File: config.mk
export PLATFORM = sky130hd
export DESIGN_NAME = fwd_hazard_unit
export DESIGN_NICKNAME = d
export VERILOG_FILES = /design/src/rtl/fwd_hazard_unit.sv
export SDC_FILE = /design/constraint.sdc
export NUM_CORES = 1
export LEC_CHECK = 0
export CORE_MARGIN = 3
export CORE_UTILIZATION = 34
export CTS_CLUSTER_DIAMETER = 30
export DETAILED_ROUTE_END_ITERATION = 7
export HOLD_SLACK_MARGIN = 0.12
export PLACE_DENSITY = 0.79
export SYNTH_ARGS = -nofsm -noshare
export SYNTH_HDL_FRONTEND = slang
export SYNTH_SLANG_ARGS = --single-unit
File: constraint.sdc
create_clock -name clk -period 2.7 [get_ports clk]
set_clock_uncertainty 0.15 [all_clocks]
set_input_delay 0.54 -clock clk [delete_from_list [all_inputs] [get_ports clk]]
set_output_delay 0.54 -clock clk [all_outputs]
set_load 0.01 [all_outputs]
File: src/rtl/fwd_hazard_unit.sv
`default_nettype none
// ============================================================================
// Module      : fwd_hazard_unit
// Description : Operand forwarding select and load-use stall detection,
//               driven by an internal history of in-flight register writes.
// Revision    : 1.0 - initial release
// ============================================================================
module fwd_hazard_unit #(
    parameter int DATA_W   = 32,
    parameter int REG_AW   = 5,
    parameter int NUM_SRC  = 2,
    parameter int DEPTH    = 3,
    parameter int LOAD_LAT = 2,
    parameter int SEL_W    = $clog2(DEPTH + 1)
) (
    input  logic                      clk,
    input  logic                      reset,
    input  logic                      hold,
    input  logic                      flush,
    input  logic                      issue_valid,
    input  logic                      issue_wr,
    input  logic                      issue_load,
    input  logic [REG_AW-1:0]         issue_rd,
    input  logic [NUM_SRC-1:0]        src_use,
    input  logic [NUM_SRC*REG_AW-1:0] src_addr,
    input  logic [NUM_SRC*DATA_W-1:0] src_regdata,
    input  logic [DEPTH*DATA_W-1:0]   stage_data,
    output logic [NUM_SRC*DATA_W-1:0] operand,
    output logic [NUM_SRC*SEL_W-1:0]  fwd_sel,
    output logic                      stall,
    output logic [15:0]               stall_cnt
);

    localparam logic [15:0] c_cnt_max = 16'hFFFF;

    // History: entry k describes the instruction issued k cycles ago.
    logic [DEPTH:1]    r_valid;
    logic [DEPTH:1]    r_wr;
    logic [DEPTH:1]    r_load;
    logic [REG_AW-1:0] r_rd [1:DEPTH];
    logic [15:0]       r_stall_cnt;

    logic [NUM_SRC-1:0] w_load_hazard;
    logic               w_stall;

    generate
        for (genvar i = 0; i < NUM_SRC; i++) begin : g_src
            logic [REG_AW-1:0] w_addr;
            logic [DEPTH:1]    w_match;
            logic [SEL_W-1:0]  w_sel;
            logic              w_hazard;
            logic [DATA_W-1:0] w_op;

            assign w_addr = src_addr[i*REG_AW +: REG_AW];

            always_comb begin
                w_match = '0;
                for (int k = 1; k <= DEPTH; k++) begin
                    w_match[k] = r_valid[k] & r_wr[k] & (r_rd[k] == w_addr)
                               & (w_addr != '0) & src_use[i];
                end
            end

            // Scan oldest to youngest so the youngest match is left standing.
            always_comb begin
                w_sel    = '0;
                w_hazard = 1'b0;
                for (int k = DEPTH; k >= 1; k--) begin
                    if (w_match[k]) begin
                        w_sel    = SEL_W'(k);
                        w_hazard = r_load[k] && (k < LOAD_LAT);
                    end
                end
            end

            always_comb begin
                w_op = src_regdata[i*DATA_W +: DATA_W];
                for (int k = 1; k <= DEPTH; k++) begin
                    if (w_sel == SEL_W'(k)) begin
                        w_op = stage_data[(k-1)*DATA_W +: DATA_W];
                    end
                end
            end

            assign w_load_hazard[i]              = w_hazard;
            assign fwd_sel[i*SEL_W +: SEL_W]     = w_sel;
            assign operand[i*DATA_W +: DATA_W]   = w_op;
        end
    endgenerate

    assign w_stall   = |w_load_hazard;
    assign stall     = w_stall;
    assign stall_cnt = r_stall_cnt;

    // A stalled or flushed instruction still advances, but as a bubble.
    always_ff @(posedge clk or negedge reset) begin
        if (!reset) begin
            r_valid     <= '0;
            r_wr        <= '0;
            r_load      <= '0;
            for (int k = 1; k <= DEPTH; k++) begin
                r_rd[k] <= '0;
            end
            r_stall_cnt <= '0;
        end else if (!hold) begin
            r_valid[1] <= issue_valid & ~w_stall & ~flush;
            r_wr[1]    <= issue_wr;
            r_load[1]  <= issue_load;
            r_rd[1]    <= issue_rd;
            for (int k = 2; k <= DEPTH; k++) begin
                r_valid[k] <= r_valid[k-1];
                r_wr[k]    <= r_wr[k-1];
                r_load[k]  <= r_load[k-1];
                r_rd[k]    <= r_rd[k-1];
            end
            if (w_stall && (r_stall_cnt != c_cnt_max)) begin
                r_stall_cnt <= r_stall_cnt + 16'd1;
            end
        end
    end

endmodule
`default_nettype wire

==> flow_summary_export.csv, run 1 <==
group,metric,value,unit
outcome,violations_in_the_final_reports,"setup timing",
cells_and_area,area_delta_synth_final,140,%
global_route,grt_overflow_total,0,
global_route,grt_antenna_before_repair,1,
clocking,ctsHtreeMaxLevel,2,
setup_path,timing.critical_path.arrival,2.63,ns
clocking,cts_tree,"built",
yosys,synthMostInstantiatedCell,"nand2_1",
global_route,grt_use_total,0.337,
yosys,synth_cell_types,44,
outcome,status,"finished with violations",
sta,share_of_the_cycle_needed_by_the_critical_path_after_routing,1.23,
power,areal_power_density_over_the_cells,234,nW/um^2
global_route,grt_use_met2,0.583,
setup_path,setup.worst_path.end,"operand[21]",
floorplanning,start_util,0.352,
power,ir_worst_vdd,0.477,mV
placed_design,buffer_ports.inserted,268,
run,maxCapViolCount,0,
routing,detail_route.iter0.violations,512,
sta,postLayoutSetupSlackWorst,-0.618,ns
placed_design,globalplace.congestion,0.978,
yosys,syn-cell-area,4080,um^2
cells_and_area,diodes,0,
setup_path,reg2reg_to,"stall_cnt[7]",
yosys,ys_top_cells_by_area,"dfrtp_1 23%, mux2i_1 7.6%, a2bb2oi_1 6.9%, o221ai_1 6.9%, mux2_2 5.8%",
clocking,clkTransAtPathRegs,0.05,ns
yosys,synth-edff-count,0,
sta,fin_tns_setup,-25.60,ns
sta,hold_viol,0,
setup_path,cp_max_fo,11,
yosys,ys_top_cells_by_count,"42 x nand2_1, 38 x dfrtp_1, 36 x nor4_1",
hold_path,worst_hold_path_type,"flip-flop to flip-flop",
routing,route.vias.total,5998,
yosys,synthDominantCellAreaShare,0.233,
yosys,synthDominantAreaCellType,"dfrtp_1",
clocking,cts_inserted_buffers,5,
sta,fmaxAchievable,301,MHz
clocking,clock_tree.root_cell,"clkbuf_16",
setup_path,worstSetupStartpoint,"src_addr[0]",
global_route,largest_net_degree_at_the_start_of_global_routing,39,
floorplanning,std_cell_rows,39,
cells_and_area,utilization_after_layout,0.844,
cells_and_area,post_route_cells_drive_above_1_share,0.526,
routing,routedWlPerCell,26.6,um
setup_path,worst_r2r_startpoint,"r_rd[10]",
clocking,worst_skew_pair.late_latency,0.28,ns
floorplanning,die-width,115,um
yosys,ys_seq_area_frac,0.233,
placed_design,place_hpwl,16200,um
floorplanning,pin_count,269,
routing,postRouteWirelength,26100,um
setup_path,reg2reg_path_depth,8,
power,total_leakage_power,0.00378,uW
yosys,warnings_synthesis,0,
clocking,cts.path.max_buffers,2,
global_route,global_route.usage.met3,0.0679,
yosys,synth_cells,467,
yosys,avgSynthCellArea,8.73,um^2
cells_and_area,fin_cells,981,
global_route,grt_most_used_layer,"met2",
sta,worstMarginPinSlew,0.541,ns
cells_and_area,multiInputGateArea,4260,um^2
cells_and_area,ff_latch_area,956,um^2
hold_path,holdPathStages,1,
setup_path,crit_required,2.01,ns
setup_path,critical_path_class,"input port to output port",
setup_path,critical_path_launch_point_type,"input port",
sta,final-max-slew-violation-count,0,
yosys,syn-num-nets,652,
placed_design,placed_cell_count,912,
routing,detail_route.vias_per_cell,6.11,
setup_path,internal_reg_to_reg_setup_slack,0.23,ns
floorplanning,fp.dieArea,13300,um^2
sta,fin_crit,3.32,ns
cells_and_area,fin_nets,1022,
cells_and_area,number_of_fill_cells_in_the_layout,627,
floorplanning,die_y,115,um
floorplanning,floorplan.core_area,11600,um^2
global_route,first_global_vias,6028,
routing,remaining_drc_errors,0,
sta,worst_slew_margin_rel,0.636,
clocking,cts.sink_count,38,
setup_path,crit_path_capture_type,"output port",
sta,setup_violations,69,
yosys,postSynthRegisterBits,38,
yosys,synth-async-reset-ratio,1.00,
routing,drtPass1Iterations,7,
yosys,synth_flop_cell,"dfrtp_1",
global_route,grt_first_pass_wirelength,34900,um
global_route,groute.layer.met1.usage,0.411,
sta,rsz0062_at_grt,"yes",
routing,drtAntennaViolNets,0,
## layer usage
metal  routed length, um  up-vias
met5                  12        -
met4                1870        2
met3                2380      143
met2               12600      352
met1                9280     2918
li1                    -     2583
## registers in the layout, indices dropped and copies added, names as in the netlist
name	flops
r_rd	15
r_valid	3
stall_cnt	16
r_wr	3
r_load	1
## timing repair
item / 4_1_cts / 5_1_grt
gates cloned: 15 / 3
setup buffers: 32 / 20
setup endpoints to repair: 78 / 69
pin swaps: 81 / 59
gates resized for setup: 475 / 142
hold endpoints to repair: 0 / 0
hold buffers: 0 / 0
## how the worst min path moves through the flow
stage,start,to
after detailed placement,stall_cnt[9],stall_cnt[9]
final,stall_cnt[9],stall_cnt[9]
after CTS,stall_cnt[2],stall_cnt[2]
after floorplan,reset,r_load[1]
after global placement,r_load[1],r_load[1]
after global routing,stall_cnt[9],stall_cnt[9]
## per-stage QoR
| step | hold WS (ns) | power, uW | cell area [um^2] | setup slack (ns) |
|---|---|---|---|---|
| finish | 0.367 | 2290 | 9760 | -0.618 |
| global route | 0.396 | 2390 | 9760 | -0.678 |
| CTS | 0.368 | 2190 | 8970 | -0.567 |
| detailed placement | 0.355 | 1540 | 7740 | -1.21 |
| global placement | 0.345 | 1520 | 7740 | -1.22 |
| floorplan | 0.0944 | 952 | 4370 | -0.0447 |
## where the power goes
| part | internal (uW) | switching, uW | total (uW) | leakage (uW) |
|---|---|---|---|---|
| sequential | 620 | 69.1 | 689 | 0.000476 |
| clock | 365 | 213 | 577 | 0.0000729 |
| combinational | 612 | 407 | 1020 | 0.00323 |
| total | 1600 | 689 | 2290 | 0.00378 |
## cell families after synthesis
kind of cell    count (synthesis)  share of synthesized area
simple gates                  153                      0.190
compound gates                127                      0.276
mux                            53                      0.137
buf+inv                        50                     0.0641
xor+xnor                       45                     0.0967
flops                          38                      0.233
fa+ha+maj                       1                    0.00307
## placed cells by master (no fill, tap or decap), drive strengths merged, types with 3 or more instances in the layout
cell,instances
buf,214
clkdlybuf4s50,187
nand2,42
a211oi,40
dfrtp,38
nor4,37
nor2,35
a2bb2oi,32
o221ai,32
mux2i,31
xor2,26
mux2,22
xnor2,19
nand3,12
clkbuf,12
nand4,11
a21oi,7
inv,5
or4,4
o211ai,3
and3,3
o21ai,3
## layout make-up
cell class,instances,share of cell area
inverters,5,0.00218
flip-flops and latches,38,0.0979
clock buffers,6,0.0142
repair buffers,408,0.430
well taps,143,0.0183
multi-input cells,379,0.436
clock inverters,2,0.00128
## worst max-delay path: stages
cell and delay, ns:
buf_8 0.10, or4_4 0.56, o21ai_4 0.21, nor3_4 0.11, buf_12 0.17, nor4_1 0.50
buf_4 0.22, a211oi_4 0.04, buf_2 0.15
(Power assumes the default switching activity.)
==> run 2: changes to the inputs <==
Settings changed: CAP_MARGIN set to 20.
==> results of run 2 <==
The final DEF is identical to that of run 1; final timing and power are the same.
==> RTL change (config.mk and constraints of run 2) <==
Register the output `stall_cnt` once more, cleared by the reset; this adds one clock of latency there. The other outputs are not delayed to match.
--- a/src/rtl/fwd_hazard_unit.sv
+++ b/src/rtl/fwd_hazard_unit.sv
@@ -92,3 +92,9 @@
     assign stall     = w_stall;
-    assign stall_cnt = r_stall_cnt;
+    always_ff @(posedge clk or negedge reset) begin
+        if (!reset) begin
+            stall_cnt <= '0;
+        end else begin
+            stall_cnt <= r_stall_cnt;
+        end
+    end
 
Formal check against the unedited RTL: not equivalent (Yosys sat finds a counterexample within 4 cycles, from zero or initial values and one cycle with reset low).
==> RTL change against run 2 <==
- the flow still finishes with violations (negative setup slack)
- sequential cell count grew 16
- non-clock buffer count shrank 12
- routed wire length shrank 0.40%
- final area grew 2.0%
- total power grew 16%
- count of clock-buffer cells in the layout shrank 1
- synthesized cell count grew 4.5%
- area after synthesis grew 7.4%
- setup slack gained 49 ps
- largest power group unchanged
==> RTL change: results (changes against run 2) <==
• finished with violations — result of the run
• negative setup slack — violated checks
• 0.321 — combined global-route utilization of all metal layers, -0.0159
• 469 — Resized cells post-CTS, -1.3%
• 21 — post-CTS setup buffer count, -34%
• -28070 ps — Sum Neg Setup Slack, -2470 ps
• 36600 um — global-route wire length before repair, +4.9%
• 5 — first drt pass iteration count, -2
• 0.0900 — XOR/XNOR share of the synthesized area, -0.00669
• 0.0165 — clock buffer and inverter area fraction after layout, +0.000946
• 0.127 — portion of netlist area occupied by mux cells, -0.00947
• 134 ps — worst hold-check slack, -233 ps
• 6347 — vias in the first global route, +5.3%
• 0.486 — layout cells sized above 1, -0.0404
• r_rd[12] — Crit Reg-Reg Startpoint
• 9 — cell depth of the worst flop-to-flop path, +1
• 0.0697 — routing usage on met3, +0.00186
• met4 — top layer used by detailed routing
• -1310 ps — post-placement setup slack, -93.3 ps
• 0 — initial antenna violation count, -1
• 0.433 — multi-input gate share of the layout cell area, -0.00356
• 6 — worst-path maximum fanout, -5
• sky130_fd_sc_hd__dfrtp_1 — cell with the biggest individual delay on the critical path
• 1360 um2 — sequential cell area, +42%
• 13000 um — total met2 wirelength after detailed routing, +3.4%
• 9210 um — met1 wire length, -0.72%
• 3.79 nW — cell leakage power, +0.24%
• sky130_fd_sc_hd__dfrtp_1 (31%), sky130_fd_sc_hd__mux2i_1 (7.1%), sky130_fd_sc_hd__a2bb2oi_1 (6.4%) — top cells by area, synth
• 673 — Net Count, Synth, +3.2%
• 1031 — final net count, +0.88%
• -569 ps — setup ws final, +49.4 ps
• buffers and inverters — delay-heaviest family, CP
• 0.391 — Signal buf overhead, -0.0383
• 0.373 — global routing usage on met1, -0.0383
• 460 ps — slowest cell delay on critical path, -100 ps
• 2140 um — WL met3, -10%
• 1.01 — Final GP Congestion, +3.3%
• 16500 um — detailed-placement wirelength estimate, +2.1%
• 0.309 — sequential element share of the synthesized area, +0.0753
• 33 — maximum number of pins on one net before global-route repair, -15%
• 6.12 — drt via density, +0.17%
• r_stall_cnt[1] — Crit Reg-Reg Endpoint
• 69 — final setup vio count, unchanged
## RTL change: through the flow
step | cells | cell area [um2] | total power, mW
final | 1014 | 9960 | 2.65
after CTS | 1004 | 9340 | 2.53
after global routing | 1014 | 9960 | 2.75
after global placement | 969 | 8220 | 1.77
after floorplan | 488 | 4740 | 1.20
after detailed placement | 969 | 8220 | 1.79
## RTL change: power breakdown
| group | internal (mW) | total, mW | switching (mW) |
|---|---|---|---|
| logic | 0.586 | 1.01 | 0.420 |
| clock network | 0.434 | 0.710 | 0.276 |
| registers | 0.861 | 0.933 | 0.0715 |
| total | 1.88 | 2.65 | 0.768 |
## RTL change: how the worst max path moves through the flow
| stage | end | slack, ps |
|---|---|---|
| floorplan | operand[11] | -160 |
| global placement | operand[7] | -1300 |
| detailed placement | operand[52] | -1310 |
| CTS | operand[12] | -470 |
| global route | operand[24] | -620 |
| finish | operand[24] | -570 |
